$ cat src/rtl/ps2_cursor_tracker.sv
// Turns decoded PS/2 mouse packets into clamped absolute cursor coordinates and button state.
// Optional build macro CURSOR_ACCEL_EN doubles any delta whose magnitude exceeds ACCEL_THRESH.
module ps2_cursor_tracker #(
  parameter int SCREEN_W     = 640,
  parameter int SCREEN_H     = 480,
  parameter int COORD_W      = 10,
  parameter int SPEED_SHIFT  = 0,
  parameter int ACCEL_THRESH = 8
) (
  input  logic               clk,
  input  logic               reset,
  input  logic               pkt_valid,
  output logic               pkt_ready,
  input  logic [7:0]         pkt_status,
  input  logic [7:0]         pkt_x,
  input  logic [7:0]         pkt_y,
  output logic [COORD_W-1:0] cursor_x,
  output logic [COORD_W-1:0] cursor_y,
  output logic               left_button,
  output logic               right_button,
  output logic               middle_button,
  output logic               left_press,
  output logic               right_press,
  output logic               cursor_update,
  output logic               sync_error
);

`ifdef CURSOR_ACCEL_EN
  localparam int IW = COORD_W + SPEED_SHIFT + 4;
`else
  localparam int IW = COORD_W + SPEED_SHIFT + 3;
`endif

  localparam logic signed [IW-1:0] X_MAX = IW'(SCREEN_W - 1);
  localparam logic signed [IW-1:0] Y_MAX = IW'(SCREEN_H - 1);
  localparam logic signed [IW-1:0] ACC_T = IW'(ACCEL_THRESH);

  typedef enum logic [1:0] {IDLE, SCALE, CLAMP, COMMIT} state_t;

  state_t state_reg, state_next;

  logic [7:0]         status_reg, x_reg, y_reg;
  logic signed [IW-1:0] delta_reg [2];
  logic signed [IW-1:0] delta_next [2];
  logic [COORD_W-1:0] nx_reg, ny_reg;
  logic [COORD_W-1:0] cursor_x_reg, cursor_y_reg;
  logic               left_reg, right_reg, middle_reg;
  logic               left_press_reg, right_press_reg;
  logic               update_reg, sync_err_reg;
  logic               accept, commit_ok, commit_drop;
  logic [1:0][8:0]    raw_delta;
  logic [1:0]         axis_ovf;
  logic signed [IW-1:0] sum_x, sum_y;

  function automatic logic signed [IW-1:0] scale_delta(input logic [8:0] raw, input logic ovf);
    logic signed [IW-1:0] ext;
    logic signed [IW-1:0] acc;
    ext = ovf ? '0 : {{(IW-9){raw[8]}}, raw};
`ifdef CURSOR_ACCEL_EN
    acc = (ext > ACC_T || ext < -ACC_T) ? (ext <<< 1) : ext;
`else
    acc = ext;
`endif
    return acc <<< SPEED_SHIFT;
  endfunction

  function automatic logic [COORD_W-1:0] clamp_coord(input logic signed [IW-1:0] v,
                                                     input logic signed [IW-1:0] vmax);
    logic [COORD_W-1:0] r;
    if (v < 0)
      r = '0;
    else if (v > vmax)
      r = vmax[COORD_W-1:0];
    else
      r = v[COORD_W-1:0];
    return r;
  endfunction

  // Axis 0 is X, axis 1 is Y; each carries its own sign and overflow bit.
  assign raw_delta[0] = {status_reg[4], x_reg};
  assign raw_delta[1] = {status_reg[5], y_reg};
  assign axis_ovf     = status_reg[7:6];

  genvar gi;
  generate
    for (gi = 0; gi < 2; gi++) begin : g_axis
      assign delta_next[gi] = scale_delta(raw_delta[gi], axis_ovf[gi]);
    end
  endgenerate

  // PS/2 reports up as positive while screen rows grow downward.
  assign sum_x = $signed({{(IW-COORD_W){1'b0}}, cursor_x_reg}) + delta_reg[0];
  assign sum_y = $signed({{(IW-COORD_W){1'b0}}, cursor_y_reg}) - delta_reg[1];

  always_ff @(posedge clk) begin
    if (reset)
      state_reg <= IDLE;
    else
      state_reg <= state_next;
  end

  always_comb begin
    state_next = state_reg;
    case (state_reg)
      IDLE:    if (pkt_valid) state_next = SCALE;
      SCALE:   state_next = CLAMP;
      CLAMP:   state_next = COMMIT;
      COMMIT:  state_next = IDLE;
      default: state_next = IDLE;
    endcase
  end

  always_comb begin
    pkt_ready   = (state_reg == IDLE);
    accept      = pkt_ready && pkt_valid;
    commit_ok   = (state_reg == COMMIT) && status_reg[3];
    commit_drop = (state_reg == COMMIT) && !status_reg[3];
  end

  always_ff @(posedge clk) begin
    if (reset) begin
      status_reg      <= '0;
      x_reg           <= '0;
      y_reg           <= '0;
      delta_reg[0]    <= '0;
      delta_reg[1]    <= '0;
      nx_reg          <= '0;
      ny_reg          <= '0;
      cursor_x_reg    <= COORD_W'(SCREEN_W / 2);
      cursor_y_reg    <= COORD_W'(SCREEN_H / 2);
      left_reg        <= 1'b0;
      right_reg       <= 1'b0;
      middle_reg      <= 1'b0;
      left_press_reg  <= 1'b0;
      right_press_reg <= 1'b0;
      update_reg      <= 1'b0;
      sync_err_reg    <= 1'b0;
    end else begin
      if (accept) begin
        status_reg <= pkt_status;
        x_reg      <= pkt_x;
        y_reg      <= pkt_y;
      end
      if (state_reg == SCALE) begin
        delta_reg[0] <= delta_next[0];
        delta_reg[1] <= delta_next[1];
      end
      if (state_reg == CLAMP) begin
        nx_reg <= clamp_coord(sum_x, X_MAX);
        ny_reg <= clamp_coord(sum_y, Y_MAX);
      end
      if (commit_ok) begin
        cursor_x_reg <= nx_reg;
        cursor_y_reg <= ny_reg;
        left_reg     <= status_reg[0];
        right_reg    <= status_reg[1];
        middle_reg   <= status_reg[2];
      end
      left_press_reg  <= commit_ok && status_reg[0] && !left_reg;
      right_press_reg <= commit_ok && status_reg[1] && !right_reg;
      update_reg      <= commit_ok;
      sync_err_reg    <= commit_drop;
    end
  end

  assign cursor_x      = cursor_x_reg;
  assign cursor_y      = cursor_y_reg;
  assign left_button   = left_reg;
  assign right_button  = right_reg;
  assign middle_button = middle_reg;
  assign left_press    = left_press_reg;
  assign right_press   = right_press_reg;
  assign cursor_update = update_reg;
  assign sync_error    = sync_err_reg;

endmodule

$ cat config.mk
export PLATFORM = sky130hd
export DESIGN_NAME = ps2_cursor_tracker
export DESIGN_NICKNAME = d
export VERILOG_FILES = /design/src/rtl/ps2_cursor_tracker.sv
export SDC_FILE = /design/constraint.sdc
export NUM_CORES = 1
export LEC_CHECK = 0
export CAP_MARGIN = 15
export CORE_MARGIN = 5
export CORE_UTILIZATION = 23
export DETAILED_ROUTE_END_ITERATION = 10
export PLACE_DENSITY = 0.45
export SKIP_LAST_GASP = 1
export SYNTH_ARGS = -nofsm -noshare
export SYNTH_HDL_FRONTEND = slang
export SYNTH_SLANG_ARGS = --single-unit
$ cat constraint.sdc
create_clock -name clk -period 3.39 [get_ports clk]
set_input_delay 0.5085 -clock clk [delete_from_list [all_inputs] [get_ports clk]]
set_output_delay 0.5085 -clock clk [all_outputs]
set_load 0.01 [all_outputs]
==> results.sh <==
export IMPL_worst_ir_drop_vdd_uv=338
export IMPL_min_delay_path_class="flop to flop"
export IMPL_clockRootBuffer="clkbuf_16"
export IMPL_share_clk_of_total_power=0.310
export IMPL_floorplan_rows=50
export IMPL_die_height_um=148
export IMPL_power_share_sequential=0.409
export IMPL_routed_vias=3410
export IMPL_worst_endpoint_required_ns=3.62
export IMPL_timing_critical_path_to_type="flop"
export IMPL_tritoncts_num_buffers=9
export IMPL_post_cts_setup_buffer_count=0
export IMPL_critPathArrivalTime_ns=2.81
export IMPL_post_route_min_period_ns=2.58
export IMPL_grt_max_degree=33
export IMPL_clock_tree_buffer_depth=2
export IMPL_syn_area_per_cell_um2=8.89
export IMPL_drv_max_cap_violation_count=0
export IMPL_critPathMaxStageDelay_ns=0.41
export IMPL_largest_register_ff_count=18
export IMPL_p_sw_mw=1.09
export IMPL_cts_clock_pin_slew_for_the_worst_setup_and_hold_paths_ns=0.06
export IMPL_groute_usage_overall=0.0956
export IMPL_synth_most_common_cell="nand2_1"
export IMPL_antenna_found_initial=0
export IMPL_setup_total_negative_slack_ns=0
export IMPL_layout_drive_gt1_share=0.0663
export IMPL_power_switching_fraction=0.317
export IMPL_grt_overflow_total=0
export IMPL_placement_cell_area_um2=5130
export IMPL_seq_area_frac_synth=0.460
export IMPL_synth_top_cells_by_area="dfxtp_1, edfxtp_1, nand2_1"
export IMPL_crit_family="compound AO/OA/AOI/OAI gates"
export IMPL_synth_top_area_share=0.336
export IMPL_global_route_wire_length_before_repair_mm=16.8
export IMPL_tritoncts="built"
export IMPL_detailedPlacementHpwl_mm=7.78
export IMPL_synth_area_leader_cell="dfxtp_1"
export IMPL_max_slew_margin=0.262
export IMPL_ioPinCount=55
export IMPL_grt_setup_unrepaired="no"
export IMPL_remaining_drc_errors=0
export IMPL_clock_sink_count=91
export IMPL_number_of_global_route_vias_before_repair=3317
export IMPL_coreArea_um2=18600
export IMPL_insertedDiodeCount=0
export IMPL_postLayoutCellArea_um2=5440
export IMPL_design_die_area_um2=21800
export IMPL_via_count_normalized_by_instance_count=4.39
export IMPL_cts_repair_resized=0
export IMPL_result_of_the_run="completed"
export IMPL_synth_seq_cells=91
export IMPL_clock_tree_htree_level_count=3
export IMPL_final_hold_violation_count=0
export IMPL_fin_skew_ns=0.00623
export IMPL_finalCritPeriodShare=0.760
export IMPL_cellInternalPower_mw=2.35
export IMPL_postSynth_asyncResetShare=0
export IMPL_crit_slowest_cell="fa_1"
export IMPL_per_cell_routed_wire_length_um=13.4
export IMPL_finalWirelength_mm=10.4
export IMPL_place_inst=761
export IMPL_setup_worst_path_class="flop to flop"
export IMPL_final_cell_count_without_fillers=777
export IMPL_postSynthCellCount=490
export IMPL_report_final_slew_viol_count=0
export IMPL_synth_cell_types=55
export IMPL_report_power_total_mw=3.44
export IMPL_start_util=0.234
export IMPL_area_delta_synth_final_pct=25.0
export IMPL_antenna_left=0
export IMPL_mappedNetlistNets=545
export IMPL_synth_edff_count=18
export IMPL_clock_latency_on_the_worst_skew_pair_ns=0.33
export IMPL_drt_initial_drc_count=172
export IMPL_top_achievable_clock_speed_ghz=0.388
export IMPL_worstPathBufferInverterCount=1
export IMPL_power_per_cell_area_nw_per_um2=631
export IMPL_nets=593
export IMPL_portBuffers=54
export IMPL_synth_top_cells_by_count="nand2_1, dfxtp_1, a21oi_1, ha_1, nor2_1"
export IMPL_ys_dominant_reg_cell="dfxtp_1"
export IMPL_share_of_power_burned_in_combinational_logic=0.281
export IMPL_dr_pass1_iters=4
export IMPL_syn_area_um2=4350
export IMPL_die_width_um=148
export IMPL_routability_congestion_estimate=0.792
export IMPL_total_leakage_power_nw=2.06
export IMPL_hold_slack_ns=0.449
export IMPL_setup_viol=0
export IMPL_critical_path_cell_chain="inv_1, ha_1, fa_1, nor2b_1, o211ai_1, a21o_1, xnor2_1, nand4_1, and2_1, a311oi_1"
export IMPL_tightestPinTransition_ns=1.10
export IMPL_ff_to_ff_setup_slack_ns=0.81
export IMPL_critical_path_startpoint_type="flop"
export IMPL_postCtsHoldBufs=0
export IMPL_ys_warn_count=0
export IMPL_critical_path_max_fanout=4
worst reg2reg max path, delay by kind of cell (launching register included):
family / cells / cell delay (ns)
buf+inv: 1 / 0.05
flops: 1 / 0.34
fa+ha+maj: 2 / 0.62
simple gates: 3 / 0.57
compound gates: 3 / 0.70
xor+xnor: 1 / 0.19
layout by cell type, fill, tap and decap left out, types with 3 or more instances in the layout:
cell type and count:
nand2_1 123, dfxtp_1 73, a21oi_1 55, clkdlybuf4s50_1 53
ha_1 26, nor2_1 25, and2_1 22, inv_1 19
edfxtp_1 18, clkbuf_16 9, nand2b_1 8, xnor2_1 7
nand3b_1 6, o21ai_0 6, a21o_1 6, nor2b_1 6
xor2_1 6, nor3_1 5, o31a_2 5, o21a_1 4
or2_2 3, a32oi_1 3, a221o_1 3, a311oi_1 3
worst paths after layout:
| path | startpoint | to | depth (start not counted) |
|---|---|---|---|
| worst max register to register | cursor_y[0] | ny_reg[0] | 10 |
| worst max-delay path | cursor_y[0] | ny_reg[0] | 10 |
| worst min-delay path | y_reg[4] | y_reg[4] | 2 |
| worst min register to register | y_reg[4] | y_reg[4] | 2 |
kinds of logic after synthesis:
family	after synthesis	synth area share
compound gates	106	0.168
simple gates	212	0.224
buf+inv	38	0.0328
fa+ha+maj	28	0.0839
mux	2	0.00546
flops	91	0.460
xor+xnor	13	0.0261
routing by layer:
metal / vias up / share of wire / track usage / wire [um]
li1: 1778 / - / - / -
met1: 1562 / 0.52 / 0.137 / 5460
met2: 66 / 0.43 / 0.146 / 4530
met3: 4 / 0.033 / 0.0156 / 342
met4: 0 / 0.0090 / 0.0322 / 94
met5: - / 0 / 0 / 0
power groups by stage:
| stage | logic [mW] | registers, mW | clock network (mW) |
|---|---|---|---|
| after floorplan | 0.743 | 1.40 | 0 |
| after global placement | 0.956 | 1.43 | 0 |
| after detailed placement | 0.975 | 1.43 | 0 |
| after CTS | 0.983 | 1.41 | 1.09 |
| after global routing | 1.10 | 1.43 | 1.14 |
| final | 0.966 | 1.41 | 1.06 |
final cells by class:
type	count	area [um^2]
Fill cell	1992	13200
Multi-Input combinational cell	361	2210
Tap cell	234	293
Inverter	19	71.3
Clock buffer	10	229
Sequential cell	91	2000
Clock inverter	6	88.8
Timing Repair Buffer	56	551
stage by stage:
step           utilization  worst slack [ns]
2_1_floorplan            -              1.01
3_3_place_gp         0.275             0.834
3_5_place_dp         0.275             0.813
4_1_cts              0.292             0.803
5_1_grt              0.292             0.528
6_report             0.292             0.814
No activity file was read; power rests on OpenSTA's default activity.
==> variant 1, RTL diff (same flow settings) <==
Set the parameter `COORD_W` to 11 (it was 10).
--- a/src/rtl/ps2_cursor_tracker.sv
+++ b/src/rtl/ps2_cursor_tracker.sv
@@ -3,7 +3,7 @@
 module ps2_cursor_tracker #(
   parameter int SCREEN_W     = 640,
   parameter int SCREEN_H     = 480,
-  parameter int COORD_W      = 10,
+  parameter int COORD_W      = 11,
   parameter int SPEED_SHIFT  = 0,
   parameter int ACCEL_THRESH = 8
 ) (
Ports: changed (resized cursor_x and cursor_y); port bits go from 55 to 57. The function was not compared with the original's and may differ.
==> variant 1 against the unedited design <==
  * Fmax decreased by 12%
  * Area after synthesis grew 10%
  * First-iteration DRC count fell by 13%
  * Design area increased by 8.1%
  * Power up 6.0%
  * Routed wire length rose by 16%
  * Sequential cell count grew 4
  * Via count up 15%
  * Worst setup slack worse by 0.36 ns
  * Clock skew increased by 0.0018 ns
  * Critical endpoint is now nx_reg[2]
  * Largest cell class unchanged
==> variant 1: results (changes against the unedited design) <==
| Metric | Value |
|---|---|
| Register area share after synthesis | `43.40% (was 45.98%)` |
| Min-Delay Startpoint | `x_reg[1] (was y_reg[4])` |
| Layout cells sized above 1 | `4.983% (was 6.630%)` |
| Outcome | `complete, no violations (unchanged)` |
| Postcts setup bufs | `0 (unchanged)` |
| Final RePlAce weighted congestion | `0.8402 (was 0.7919)` |
| VDD IR max | `0.0003366 V (was 0.0003384 V)` |
| Clock Latency Late Sink | `0.35 ns (was 0.33 ns)` |
| HP Class | `flip-flop to flip-flop (unchanged)` |
| Metal2 WL | `5.423 mm (was 4.527 mm)` |
| Antenna violations before repair | `1 (was 0)` |
| Hold Slack | `0.4511 ns (was 0.4488 ns)` |
| Metal3 WL | `500 microns (was 342 microns)` |
| Slew HR | `27.50% (was 26.23%)` |
| Placed Area | `5604 sq um (was 5126 sq um)` |
| Total GRT Usage | `10.40% (was 9.565%)` |
| Met2 Use GR | `16.29% (was 14.61%)` |
| Via density | `4.509 (was 4.389)` |
| Max Used Layer | `met5 (was met4)` |
| WL met1 | `6.070 mm (was 5.460 mm)` |
| Vias in the first global route | `3986 (was 3317)` |
| Commonest cells in the netlist | `nand2_1 (121), dfxtp_1 (77), a21oi_1 (59) (was nand2_1 (123), dfxtp_1 (73), a21oi_1 (55))` |
| Slowest-stage cell, CP | `edfxtp_1 (was fa_1)` |
| Layout Nets | `654 (was 593)` |
| Max incr delay on CP | `0.54 ns (was 0.41 ns)` |
| Final wirelength | `12.14 mm (was 10.42 mm)` |
| Vias | `3932 (was 3410)` |
| Initial DRC Count | `150 (was 172)` |
| CP arrival | `3.17 ns (was 2.81 ns)` |
| Synth Net Count | `609 (was 545)` |
| Synthesized area per cell | `8.690 sq um (was 8.886 sq um)` |
| Global-route wire length before repair | `20.09 mm (was 16.84 mm)` |
| P_leak | `2.181 nW (was 2.064 nW)` |
| Reg-to-Reg Start | `delta_reg[0][13] (was cursor_y[0])` |
| Pint | `2.355 mW (was 2.348 mW)` |
| Met1 Use GR | `14.00% (was 13.71%)` |
| Critical Path Fanout Max | `10 (was 4)` |
| Largest net degree at the start of global routing | `50 (was 33)` |
| DP Cell Count | `856 (was 761)` |
variant 1: cell types whose count changed in the layout (fill, tap and decap cells not counted), sizes merged, moves of 3 or more:
| cell | change |
|---|---|
| a32oi | +3 |
| a211oi | +4 |
| inv | +6 |
| and3 | +5 |
| o21ai | +10 |
| and2 | +4 |
| a2bb2oi | +4 |
| a21oi | +3 |
| o31a | -4 |
| nor2 | +5 |
| dfxtp | +4 |
variant 1: final timing paths:
path	to	cells past startpoint	slack, ns
worst max-delay path	nx_reg[2]	8	0.45
worst min-delay path	x_reg[1]	2	0.45
worst min register to register	x_reg[1]	2	0.45
worst max register to register	nx_reg[2]	8	0.45
variant 1: cell families (layout without fill, tap and decap cells):
kind of cell / count (synthesis) / count (layout) / share of synthesized area [%]
flip-flops: 95 / 95 / 43.40
multiplexers: 2 / 2 / 0.4173
AO/OA/AOI/OAI: 140 / 140 / 19.88
XOR/XNOR: 11 / 11 / 2.008
buffers and inverters: 47 / 97 / 3.991
AND/OR/NAND/NOR: 227 / 227 / 22.17
adder cells (fa/ha/maj): 30 / 30 / 8.138
variant 1: layout make-up:
| type | instances | area (sq um) |
|---|---|---|
| Inverter | 22 | 82.58 |
| Multi-Input combinational cell | 410 | 2524 |
| Clock inverter | 7 | 53.80 |
| Timing Repair Buffer | 59 | 578.1 |
| Clock buffer | 9 | 225.2 |
| Sequential cell | 95 | 2082 |
| Fill cell | 2164 | 14480 |
| Tap cell | 270 | 337.8 |
variant 1: power groups by stage:
stage / Combinational, mW / Sequential, mW / Clock (mW)
floorplan: 0.917 / 1.46 / 0
global placement: 1.18 / 1.50 / 0
detailed placement: 1.20 / 1.51 / 0
CTS: 1.21 / 1.48 / 1.01
global route: 1.35 / 1.51 / 1.06
finish: 1.20 / 1.48 / 0.969
==> variant 2, RTL diff (same settings) <==
Made on the original files. Reset style: asynchronous (`reset`), changed in 2 clocked blocks.
--- a/src/rtl/ps2_cursor_tracker.sv
+++ b/src/rtl/ps2_cursor_tracker.sv
@@ -92,7 +92,7 @@
   assign sum_x = $signed({{(IW-COORD_W){1'b0}}, cursor_x_reg}) + delta_reg[0];
   assign sum_y = $signed({{(IW-COORD_W){1'b0}}, cursor_y_reg}) - delta_reg[1];
 
-  always_ff @(posedge clk) begin
+  always_ff @(posedge clk or posedge reset) begin
     if (reset)
       state_reg <= IDLE;
     else
@@ -117,7 +117,7 @@
     commit_drop = (state_reg == COMMIT) && !status_reg[3];
   end
 
-  always_ff @(posedge clk) begin
+  always_ff @(posedge clk or posedge reset) begin
     if (reset) begin
       status_reg      <= '0;
       x_reg           <= '0;
Behaviour: differs if reset is asserted again (counterexample within 4 cycles, from zero or initial values and one cycle with reset high); with reset held inactive, the same outputs for 10 cycles.
==> variant 2 against the unedited design <==
  * Sequential share of layout area increased by 3.3 points
  * Design area up 4.8%
  * Routed wire length fell by 0.64%
  * Worst setup slack worse by 0.10 ns
  * Global-route usage increased by 0.16 points
  * Sequential cell count did not move
  * Area after synthesis up 3.7%
Power is not compared: it rests on default switching activity, and its combinational part moved more than twofold at a synthesized area within 25%.
==> variant 2: results (changes against the unedited design) <==
| Metric | Value |
|---|---|
| Metal2 WL | `4.738 mm (was 4.527 mm)` |
| Post-Synth XOR/XNOR Area | `2.134% (was 2.615%)` |
| CP arrival | `2.89 ns (was 2.81 ns)` |
| DR WL/cell | `14.13 microns (was 13.42 microns)` |
| Layout Skew | `0.008154 ns (was 0.006230 ns)` |
| Outcome | `complete, no violations (unchanged)` |
| Hpwl dp | `7.620 mm (was 7.775 mm)` |
| Layout cells sized above 1 | `16.67% (was 6.630%)` |
| Most frequent cell after synthesis | `dfrtp_1 (was nand2_1)` |
| Multi-In Gates | `261 (was 361)` |
| Register area | `2285 sq um (was 2002 sq um)` |
| Worst Setup SP | `cursor_y[0] (unchanged)` |
| Via density | `4.289 (was 4.389)` |
| Met2 Use GR | `15.03% (was 14.61%)` |
| Non-clock buffers, area share | `10.35% (was 10.11%)` |
| Slowest-stage cell, CP | `dfrtp_1 (was fa_1)` |
| Layout Nets | `518 (was 593)` |
| Main area contributors after synthesis | `dfrtp_1 (47%), mux2_2 (10%), ha_1 (7.2%) (was dfxtp_1 (34%), edfxtp_1 (12%), nand2_1 (11%))` |
| Initial DRC Count | `164 (was 172)` |
| Vias in the first global route | `3262 (was 3317)` |
| Non-clk invs | `41 (was 19)` |
| Register area share after synthesis | `50.60% (was 45.98%)` |
| Compound-Gate Fraction of Synth Area | `15.35% (was 16.75%)` |
| GR Layer Usage met3 | `2.167% (was 1.563%)` |
| Post-synthesis mux area share | `10.58% (was 0.5460%)` |
| Reg2Reg Setup Slack | `0.71 ns (was 0.81 ns)` |
| RR Endpoint | `ny_reg[3] (was ny_reg[0])` |
| Global-route wire length before repair | `16.90 mm (was 16.84 mm)` |
| Hold path endpoint | `sync_error (was y_reg[4])` |
| Worst hold path depth | `1 (was 2)` |
| # clk buffers | `11 (was 10)` |
| Final RePlAce weighted congestion | `0.8050 (was 0.7919)` |
| Post-synthesis adder-cell area fraction | `8.091% (was 8.391%)` |
| Fill cells | `2046 (was 1992)` |
| DRT Pass-1 Iters | `6 (was 4)` |
| Min-Delay Startpoint | `status_reg[3] (was y_reg[4])` |
| Met1 Use GR | `12.61% (was 13.71%)` |
| Async SR Flop Fraction | `100.0% (was 0%)` |
| Synth unique cells | `50 (was 55)` |
| Synth Net Count | `460 (was 545)` |
| Metal3 WL | `356 microns (was 342 microns)` |
| Commonest cells in the netlist | `dfrtp_1 (85), inv_1 (41), mux2_2 (40) (was nand2_1 (123), dfxtp_1 (73), a21oi_1 (55))` |
| Total GRT Usage | `9.724% (was 9.565%)` |
| Largest net degree at the start of global routing | `92 (was 33)` |
| WL met1 | `5.005 mm (was 5.460 mm)` |
| Layout clock area frac | `5.481% (was 5.838%)` |
| Clock Latency Late Sink | `0.35 ns (was 0.33 ns)` |
| Buffers, non-clock | `59 (was 56)` |
| Slew @ Worst Pin | `0.7192 ns (was 1.104 ns)` |
| Multi-input gate area | `2032 sq um (was 2210 sq um)` |
==> variant 2: cell types whose count changed after synthesis, sizes merged, moves of 18 or more <==
cell	unedited run	this run
inv	19	41
edfxtp	18	0
o21ai	6	25
dfrtp	0	85
dfxtp	73	0
and2	22	1
a21oi	56	14
mux2	0	40
nand2	123	39
==> variant 2: through the flow <==
stage | utilization (%) | setup slack [ns] | cells | instance area [sq um] | hold WS (ns)
floorplan | - | 0.5278 | 405 | 4516 | 0.4188
global placement | 27.81 | 0.6970 | 717 | 5394 | 0.4411
detailed placement | 27.81 | 0.7205 | 717 | 5394 | 0.4454
CTS | 29.42 | 0.6766 | 733 | 5707 | 0.4631
global route | 29.42 | 0.5100 | 733 | 5707 | 0.4883
finish | 29.42 | 0.7100 | 733 | 5707 | 0.4566
==> variant 2: power by group <==
group | switching [mW] | total [mW] | internal (mW)
clock network | 0.440 | 1.05 | 0.615
registers | 0.298 | 1.87 | 1.57
logic | 1.39 | 2.66 | 1.28
